$ cat src/rtl/sound_voice_mixer.sv
`default_nettype none
// +--------------------------------------------------------------------------+
// | Module      : sound_voice_mixer                                          |
// | Description : Per-channel pulse/noise/sawtooth voices, summed to a PCM   |
// |               sample and driven out as 1-bit PWM.                        |
// | Revision    : 1.0 - initial release                                      |
// +--------------------------------------------------------------------------+
module sound_voice_mixer #(
    parameter int NCH = 4
) (
    input  logic                      baseclk,
    input  logic                      asyncrst_n,
    input  logic [NCH*3-1:0]          octave,
    input  logic [NCH*4-1:0]          note,
    input  logic [NCH*4-1:0]          duty,
    input  logic [NCH*2-1:0]          mode,
    output logic [4+$clog2(NCH)-1:0]  pcm_out,
    output logic                      pcm_valid,
    output logic                      pwm_out
);

    localparam int SUMW = 4 + $clog2(NCH);

    localparam logic [1:0] c_MODE_MUTE  = 2'b00;
    localparam logic [1:0] c_MODE_PULSE = 2'b01;
    localparam logic [1:0] c_MODE_NOISE = 2'b10;
    localparam logic [1:0] c_MODE_SAW   = 2'b11;

    // Octave-0 clocks per 1/16 waveform step; rests never reach the divider.
    function automatic logic [15:0] f_step_rom(input logic [3:0] n);
        case (n)
            4'd0:    f_step_rom = 16'd47779;
            4'd1:    f_step_rom = 16'd45096;
            4'd2:    f_step_rom = 16'd42566;
            4'd3:    f_step_rom = 16'd40176;
            4'd4:    f_step_rom = 16'd37922;
            4'd5:    f_step_rom = 16'd35793;
            4'd6:    f_step_rom = 16'd33785;
            4'd7:    f_step_rom = 16'd31888;
            4'd8:    f_step_rom = 16'd30098;
            4'd9:    f_step_rom = 16'd28409;
            4'd10:   f_step_rom = 16'd26815;
            4'd11:   f_step_rom = 16'd25310;
            default: f_step_rom = 16'd0;
        endcase
    endfunction

    logic [NCH*4-1:0] w_amp_bus;

    generate
        for (genvar gi = 0; gi < NCH; gi++) begin : g_ch
            logic [2:0]  w_oct;
            logic [3:0]  w_note;
            logic [3:0]  w_duty;
            logic [1:0]  w_mode;
            logic [15:0] w_lim;
            logic        w_active;
            logic        w_wrap;
            logic [3:0]  w_amp_next;
            logic [15:0] r_div;
            logic [3:0]  r_step;
            logic [14:0] r_lfsr;
            logic [3:0]  r_amp;

            assign w_oct    = octave[gi*3 +: 3];
            assign w_note   = note[gi*4 +: 4];
            assign w_duty   = duty[gi*4 +: 4];
            assign w_mode   = mode[gi*2 +: 2];
            assign w_lim    = f_step_rom(w_note) >> w_oct;
            assign w_active = (w_mode != c_MODE_MUTE) && (w_note < 4'd12);
            // >= rather than == so a shrinking limit wraps at once instead of running to 65535.
            assign w_wrap   = (r_div >= (w_lim - 16'd1));

            always_comb begin
                w_amp_next = 4'd0;
                case (w_mode)
                    c_MODE_PULSE: w_amp_next = (r_step < w_duty) ? 4'hF : 4'h0;
                    c_MODE_NOISE: w_amp_next = {4{r_lfsr[0]}};
                    c_MODE_SAW:   w_amp_next = r_step;
                    default:      w_amp_next = 4'd0;
                endcase
            end

            always_ff @(posedge baseclk or negedge asyncrst_n) begin
                if (!asyncrst_n) begin
                    r_div  <= 16'd0;
                    r_step <= 4'd0;
                    r_lfsr <= 15'h0001;
                    r_amp  <= 4'd0;
                end else if (!w_active) begin
                    r_div  <= 16'd0;
                    r_step <= 4'd0;
                    r_amp  <= 4'd0;
                end else begin
                    r_amp <= w_amp_next;
                    if (w_wrap) begin
                        r_div  <= 16'd0;
                        r_step <= r_step + 4'd1;
                        if (w_mode == c_MODE_NOISE) begin
                            r_lfsr <= {r_lfsr[13:0], r_lfsr[14] ^ r_lfsr[13]};
                        end
                    end else begin
                        r_div <= r_div + 16'd1;
                    end
                end
            end

            assign w_amp_bus[gi*4 +: 4] = r_amp;
        end
    endgenerate

    logic [SUMW-1:0] w_sum;
    logic [SUMW-1:0] r_sum;
    logic [SUMW-1:0] r_pcnt;

    always_comb begin
        w_sum = '0;
        for (int i = 0; i < NCH; i++) begin
            w_sum = w_sum + SUMW'(w_amp_bus[i*4 +: 4]);
        end
    end

    always_ff @(posedge baseclk or negedge asyncrst_n) begin
        if (!asyncrst_n) begin
            r_sum     <= '0;
            r_pcnt    <= '0;
            pcm_out   <= '0;
            pcm_valid <= 1'b0;
            pwm_out   <= 1'b0;
        end else begin
            r_sum   <= w_sum;
            r_pcnt  <= r_pcnt + 1'b1;
            pwm_out <= (r_pcnt < pcm_out);
            if (r_pcnt == {SUMW{1'b1}}) begin
                pcm_out   <= r_sum;
                pcm_valid <= 1'b1;
            end else begin
                pcm_valid <= 1'b0;
            end
        end
    end

endmodule
`default_nettype wire

$ cat config.mk
export PLATFORM = sky130hd
export DESIGN_NAME = sound_voice_mixer
export DESIGN_NICKNAME = d
export VERILOG_FILES = /design/src/rtl/sound_voice_mixer.sv
export SDC_FILE = /design/constraint.sdc
export NUM_CORES = 1
export LEC_CHECK = 0
export ABC_AREA = 0
export BUFFER_PORTS_ARGS = -buffer_cell sky130_fd_sc_hd__buf_2
export CAP_MARGIN = 20
export CELL_PAD_IN_SITES_DETAIL_PLACEMENT = 1
export CELL_PAD_IN_SITES_GLOBAL_PLACEMENT = 2
export CORE_MARGIN = 2
export CORE_UTILIZATION = 43
export DETAILED_ROUTE_END_ITERATION = 8
export GPL_ROUTABILITY_DRIVEN = 0
export PLACE_DENSITY = 0.88
export SLEW_MARGIN = 20
export SYNTH_ARGS = -nofsm -noshare
export SYNTH_HDL_FRONTEND = slang
export SYNTH_SLANG_ARGS = --single-unit
$ cat constraint.sdc
create_clock -name baseclk -period 6.87 [get_ports baseclk]
set_clock_uncertainty 0.15 [all_clocks]
set_input_delay 1.0305 -clock baseclk [delete_from_list [all_inputs] [get_ports baseclk]]
set_output_delay 1.0305 -clock baseclk [all_outputs]
set_load 0.02 [all_outputs]
## After elaboration in Yosys (flattened, before gate mapping)

Memories as Yosys holds them, arrays and structs flattened.
Cells that the tools add are included.

| storage, ports and cells | value |
|---|---|
| flip-flop bits (word level) | 176 |
| latch bits | 0 |
| RAM bits | 0 |
| bits in read-only memories | 1,024 |
| input bits | 54 |
| output and inout bits | 8 |
| memories | 4 |

Memories:

| name | depth | bits a word | read ports | clocked after Yosys merged registers in | wr ports | RTL line | RTL |
|---|---|---|---|---|---|---|---|
| (name not given) | 16 | 16 | 1 | 0 | 0 | 31 | `case (n)` |
| (name not given) | 16 | 16 | 1 | 0 | 0 | 31 |  |
| (name not given) | 16 | 16 | 1 | 0 | 0 | 31 |  |
| (name not given) | 16 | 16 | 1 | 0 | 0 | 31 |  |

| operators by class | value |
|---|---|
| add/subtract/negate cells | 16 |
| multipliers | 0 |
| divide/modulo/power cells | 0 |
| magnitude comparators | 13 |
| equality and inequality tests | 17 |
| shifts and indexed selects | 4 |
| multiplexer cells | 29 |
| bitwise gates (word level) | 4 |
| reductions and logical operators | 12 |

Operators by type and width:

| kind | number |
|---|---|
| 16-bit two-way mux | 8 |
| 16-bit by 1-bit adder with 16-bit output, second input constant | 4 |
| 16-bit greater-or-equal comparator | 4 |
| 4-bit two-way mux | 16 |
| 16-bit by 3-bit >> shifter with 16-bit output | 4 |
| 16-bit by 1-bit subtractor with 16-bit output, second input constant | 4 |
| 4-bit case mux with 3 select lines | 4 |
| 4-bit by 1-bit adder with 4-bit output, second input constant | 4 |
| 2-bit == test, second input constant | 8 |
| 4-bit < comparator | 4 |
| 4-bit < comparator, second input constant | 4 |
| 3-bit AND reduction | 4 |
| 2-bit by 1-bit == test with 1-bit output, second input constant | 4 |
| 2-bit by 1-bit != test with 1-bit output, second input constant | 4 |
| 2-bit nonzero test | 4 |
| 5-bit by 4-bit adder with 6-bit output | 1 |
| 6-bit by 1-bit adder with 6-bit output, second input constant | 1 |
| 6-bit by 4-bit adder with 6-bit output | 1 |
| 6-bit == test, second input constant | 1 |
| 6-bit < comparator | 1 |
| 4-bit by 4-bit adder with 5-bit output | 1 |
| 1-bit logical AND | 4 |
| 1-bit bitwise XOR | 4 |
| 1-bit two-way mux | 1 |

## Depth between registers and ports, before layout

An unclocked memory read counts as a cell.

| logic depth | value |
|---|---|
| depth in word-level cells | 6 |
| depth in mapped cells | 27 |

## Worst setup path after synthesis

No wires, ideal clock.

| path | value |
|---|---|
| path kind | in2reg |
| start point | input port note[12] |
| end point | register g_ch[3].r_lfsr[10] |
| library setup time | 0.125 ns |
| arrival | 5.975 ns |
| data required time | 6.595 ns |
| path slack | 0.620 ns |
| stages on the path | 22 |
| path buffers | 4 |
| cell sequence | clkbuf_1 inv_1 ha_1 buf_1 a22o_1 a211oi_1 o32ai_1 or4_1 a21oi_1 o21ai_1 xnor2_1 ha_1 nand4_1 nor2_1 a21oi_1 o2111a_1 o21ai_0 nand2_1 or4b_2 clkbuf_1 clkbuf_1 mux2_2 |

| on the way | value |
|---|---|
| longest elaborated chain between the ends | 5 |
| elaborated cells on any way between the ends | 7 |
| those cells by class | add/sub: 1; order compare: 2; shift: 1; reduce/logical: 2; memory: 1 |

Ends and longest elaborated chain:

| what | RTL line | RTL |
|---|---|---|
| start, declared | 14 | `input logic [NCH*4-1:0] note,` |
| memory read 16 x 16 bit | n/a |  |
| 16-bit by 3-bit >> shifter with 16-bit output | 69 | `assign w_lim = f_step_rom(w_note) >> w_oct;` |
| 16-bit by 1-bit subtractor with 16-bit output | 72 | `assign w_wrap = (r_div >= (w_lim - 16'd1));` |
| 16-bit greater-or-equal comparator | 72 |  |
| 3-bit AND reduction (no source line) (*) | n/a |  |
| end signal, assigned | 100 | `r_lfsr <= {r_lfsr[13:0], r_lfsr[14] ^ r_lfsr[13]};` |
| end, declared | 62 | `logic [14:0] r_lfsr;` |

Every way passes the cells marked *; elsewhere a longest branch is shown, timed or not.
A chain may end at the register's enable or synchronous reset.

## Worst setup path in the final report

| path | value |
|---|---|
| start point | input port note[12] |
| end point | register g_ch[3].r_lfsr[5] |

Same word-level chain as after synthesis.

==> key figures <==
GRT
  – Grt ovf: 0
  – Met1 usage: 0.300
  – Top Usage Layer GRT: met2
  – GRT Resource Usage Total: 0.221
  – Largest net degree at the start of global routing: 75
  – M2 GR Usage: 0.378
  – First-pass GRT wire length: 70400 um
  – Initial antenna violation count: 2
  – Vias in the first global route: 13805
  – Met3 usage: 0.0265

Synth
  – Largest cells by area after synthesis: dfrtp_1 (27%), ha_1 (10%), mux2_2 (5.5%)
  – XOR/XNOR Fraction of Synth Area: 0.0677
  – Post-synthesis simple-gate area fraction: 0.186
  – Post-Syn Area: 0.0157 sq mm
  – Post-Synth Adder-Cell Area: 0.112
  – Number of flops mapped to enable cells by yosys: 0
  – Ys Warns: 0
  – Synth top area share: 0.275
  – Most frequent cell after synthesis: dfrtp_1
  – Share of flip-flops with an asynchronous set or reset: 1.00
  – Mux contribution to synthesized area: 0.0978
  – Most common flop cell mapped by yosys: dfrtp_1
  – Top cells by count, synth: dfrtp_1 (172), nor2_1 (166), ha_1 (127)
  – Post-synthesis register bit count: 176
  – Synth Area in Compound Gates: 0.211
  – Post-synthesis sequential area ratio: 0.281
  – Cell taking the most area after synthesis: dfrtp_1
  – Unique masters post-synth: 88
  – Synth Net Count: 1971
  – Syn Inst Count: 1782
  – Syn avg cell area: 8.79 sq um
  – Main combinational cell family by area after synthesis: compound AO/OA/AOI/OAI gates

CTS
  – # hold bufs at CTS: 0
  – Inserted Clock Buffers: 17
  – Clk sinks: 176
  – Clk slew on worst S/H paths: 0.08 ns
  – Cts repair resizes: 0
  – # Post-CTS Setup Buffers: 0
  – Clk_lat worst skew: 0.44 ns
  – Max H-tree Level: 4
  – CTS tree: built
  – Clk buf depth: 2
  – Root Buffer: clkbuf_16

Layout
  – Area grow syn2layout: 8.06%
  – Post-layout util: 0.474
  – Finished Cell Area: 0.0169 sq mm
  – Layout cells sized above 1: 0.130
  – FILL cells: 4209
  – NumNets Final: 1974

Drt
  – Vias per cell: 5.95
  – WL per Instance: 18.3 um
  – WL final: 41300 um
  – Remaining antenna violation count: 0
  – # DRC: 0
  – Vias: 13453
  – Drt pass-1 iters: 5
  – DRC marker count from the first detailed-route iteration: 663

Floorplanning
  – Die height: 195 um
  – Std-Cell Rows: 69
  – Core box area: 0.0357 sq mm
  – Starting density of the core: 0.438
  – Die area: 0.0380 sq mm
  – Num ports: 62
  – Die X: 195 um

STA
  – Tmin final: 6.25 ns
  – Final setup TNS: 0 ns
  – Final Hold Fails: 0
  – Max_slew headroom: 0.315
  – Measured slew at the worst slew-check pin: 1.00 ns
  – Endpoints failing setup: 0
  – Max-slew violation count: 0
  – RSZ-0062 raised after global routing: no
  – FMAX: 160 MHz
  – Period utilization: 0.910

Power
  – Worst VDD drop: 0.173 mV
  – Leakage power: 7.79 nW
  – Cell Pwr Density: 173 mW/mm^2
  – Overall power: 2.93 mW

Place
  – HPWL after DPL: 30800 um
  – Post-DP Area: 0.0163 sq mm
  – I/O Buffers: 61

Critical path
  – Arr. time, crit path: 6.42 ns
  – Critical path required time: 7.04 ns
  – CP Launch Type: primary input
  – CP endpoint kind: register
  – CP max FO: 15
  – Crit path kind: primary input to register

Job
  – Max-cap violations: 0

Min path
  – Min-delay worst type: register to register

Outcome
  – Status: finished, final reports clean
-- layout by cell type, fill, tap and decap left out, drive strengths merged, types with 18 or more instances in the layout --
cell and instances:
o22ai 18, and3 31, xor2 65, nor3 18, o211ai 26, inv 74
nor2 166, mux2 76, a21oi 88, buf 83, nand4 20, nor2b 47
nand2b 45, nand3 69, a211oi 26, xnor2 56, nand2 103, a21o 37
ha 127, dfrtp 172, o21ai 90, mux2i 45
-- metal layers --
metal  share of wire  routed length, um  vias to the layer above
li1                -                  -                     6528
met1            0.48              19900                     6746
met2            0.48              20000                      146
met3           0.023                935                       33
met4           0.012                495                        0
met5               0                  0                        -
-- cell families (layout without fill, tap and decap cells) --
| kind of cell | count (synthesis) | after routing |
|---|---|---|
| AOI/OAI and AO/OA | 473 | 473 |
| xor gates and xnor gates | 121 | 121 |
| adders and majority gates | 136 | 136 |
| buffers and inverters | 168 | 184 |
| DFF | 176 | 176 |
| muxes | 131 | 131 |
| other | 0 | 2 |
| and+or+nand+nor | 577 | 577 |
-- area by class of cell --
class / count / area (sq um) / area share
multi-input combinational: 1438 / 10600 / 0.625
timing repair buffer: 83 / 477 / 0.0282
antenna: 2 / 5.00 / 0.000296
clock inverter: 15 / 201 / 0.0119
clock buffer: 17 / 425 / 0.0251
tap: 461 / 577 / 0.0341
sequential: 176 / 4410 / 0.260
inverter: 69 / 259 / 0.0153
-- critical path: stages --
cell,delay (ns)
buf_2,0.21
inv_1,0.13
ha_1,0.48
nor2b_1,0.27
o21ai_0,0.24
and3_1,0.26
a21oi_1,0.26
nand2_1,0.10
o21ai_0,0.11
ha_1,0.21
inv_1,0.06
a31oi_1,0.19
nand3_1,0.22
nor2_1,0.18
xor2_1,0.08
ha_1,0.30
nand4_1,0.13
nor2_1,0.16
nand2_1,0.06
o21ai_0,0.30
nand2_1,0.19
or4b_2,0.87
mux2_2,0.36
-- through the flow --
stage          hold WS, ns  instances  setup slack, ns
6_report             0.299       2261            0.621
5_1_grt              0.320       2259            0.193
4_1_cts              0.302       2259            0.455
3_5_place_dp         0.289       2227           0.0316
3_3_place_gp         0.283       2227            0.331
2_1_floorplan        0.276       1782            0.620
-- where the power goes --
group          switching, mW  internal, mW
sequential            0.0261          1.06
clock                  0.502         0.504
combinational          0.499         0.335
total                   1.03          1.90
-- sequential cells by signal (all words and copies together) (netlist names) --
signal,count
r_pcnt,6
r_sum,6
pcm_out,6
g_ch.r_amp,16
pcm_valid,1
pwm_out,1
g_ch.r_step,16
g_ch.r_lfsr,60
g_ch.r_div,64
-- worst paths after layout --
kind,cells after the start,slack [ns],start,to
setup / recovery,23,0.62,note[12],g_ch[3].r_lfsr[5]$_DFFE_PN0P_
hold / removal,2,0.30,r_sum[4]$_DFF_PN0_,pcm_out[4]$_DFFE_PN0P_
setup reg to reg,11,3.31,g_ch[1].r_div[0]$_DFF_PN0_,g_ch[1].r_lfsr[3]$_DFFE_PN0P_
hold reg to reg,2,0.30,r_sum[4]$_DFF_PN0_,pcm_out[4]$_DFFE_PN0P_
max in group asynchronous,2,4.76,asyncrst_n,g_ch[1].r_lfsr[14]$_DFFE_PN0P_
min in group asynchronous,1,0.41,asyncrst_n,g_ch[3].r_div[10]$_DFF_PN0_
No activity file was read; power rests on OpenSTA's default activity.
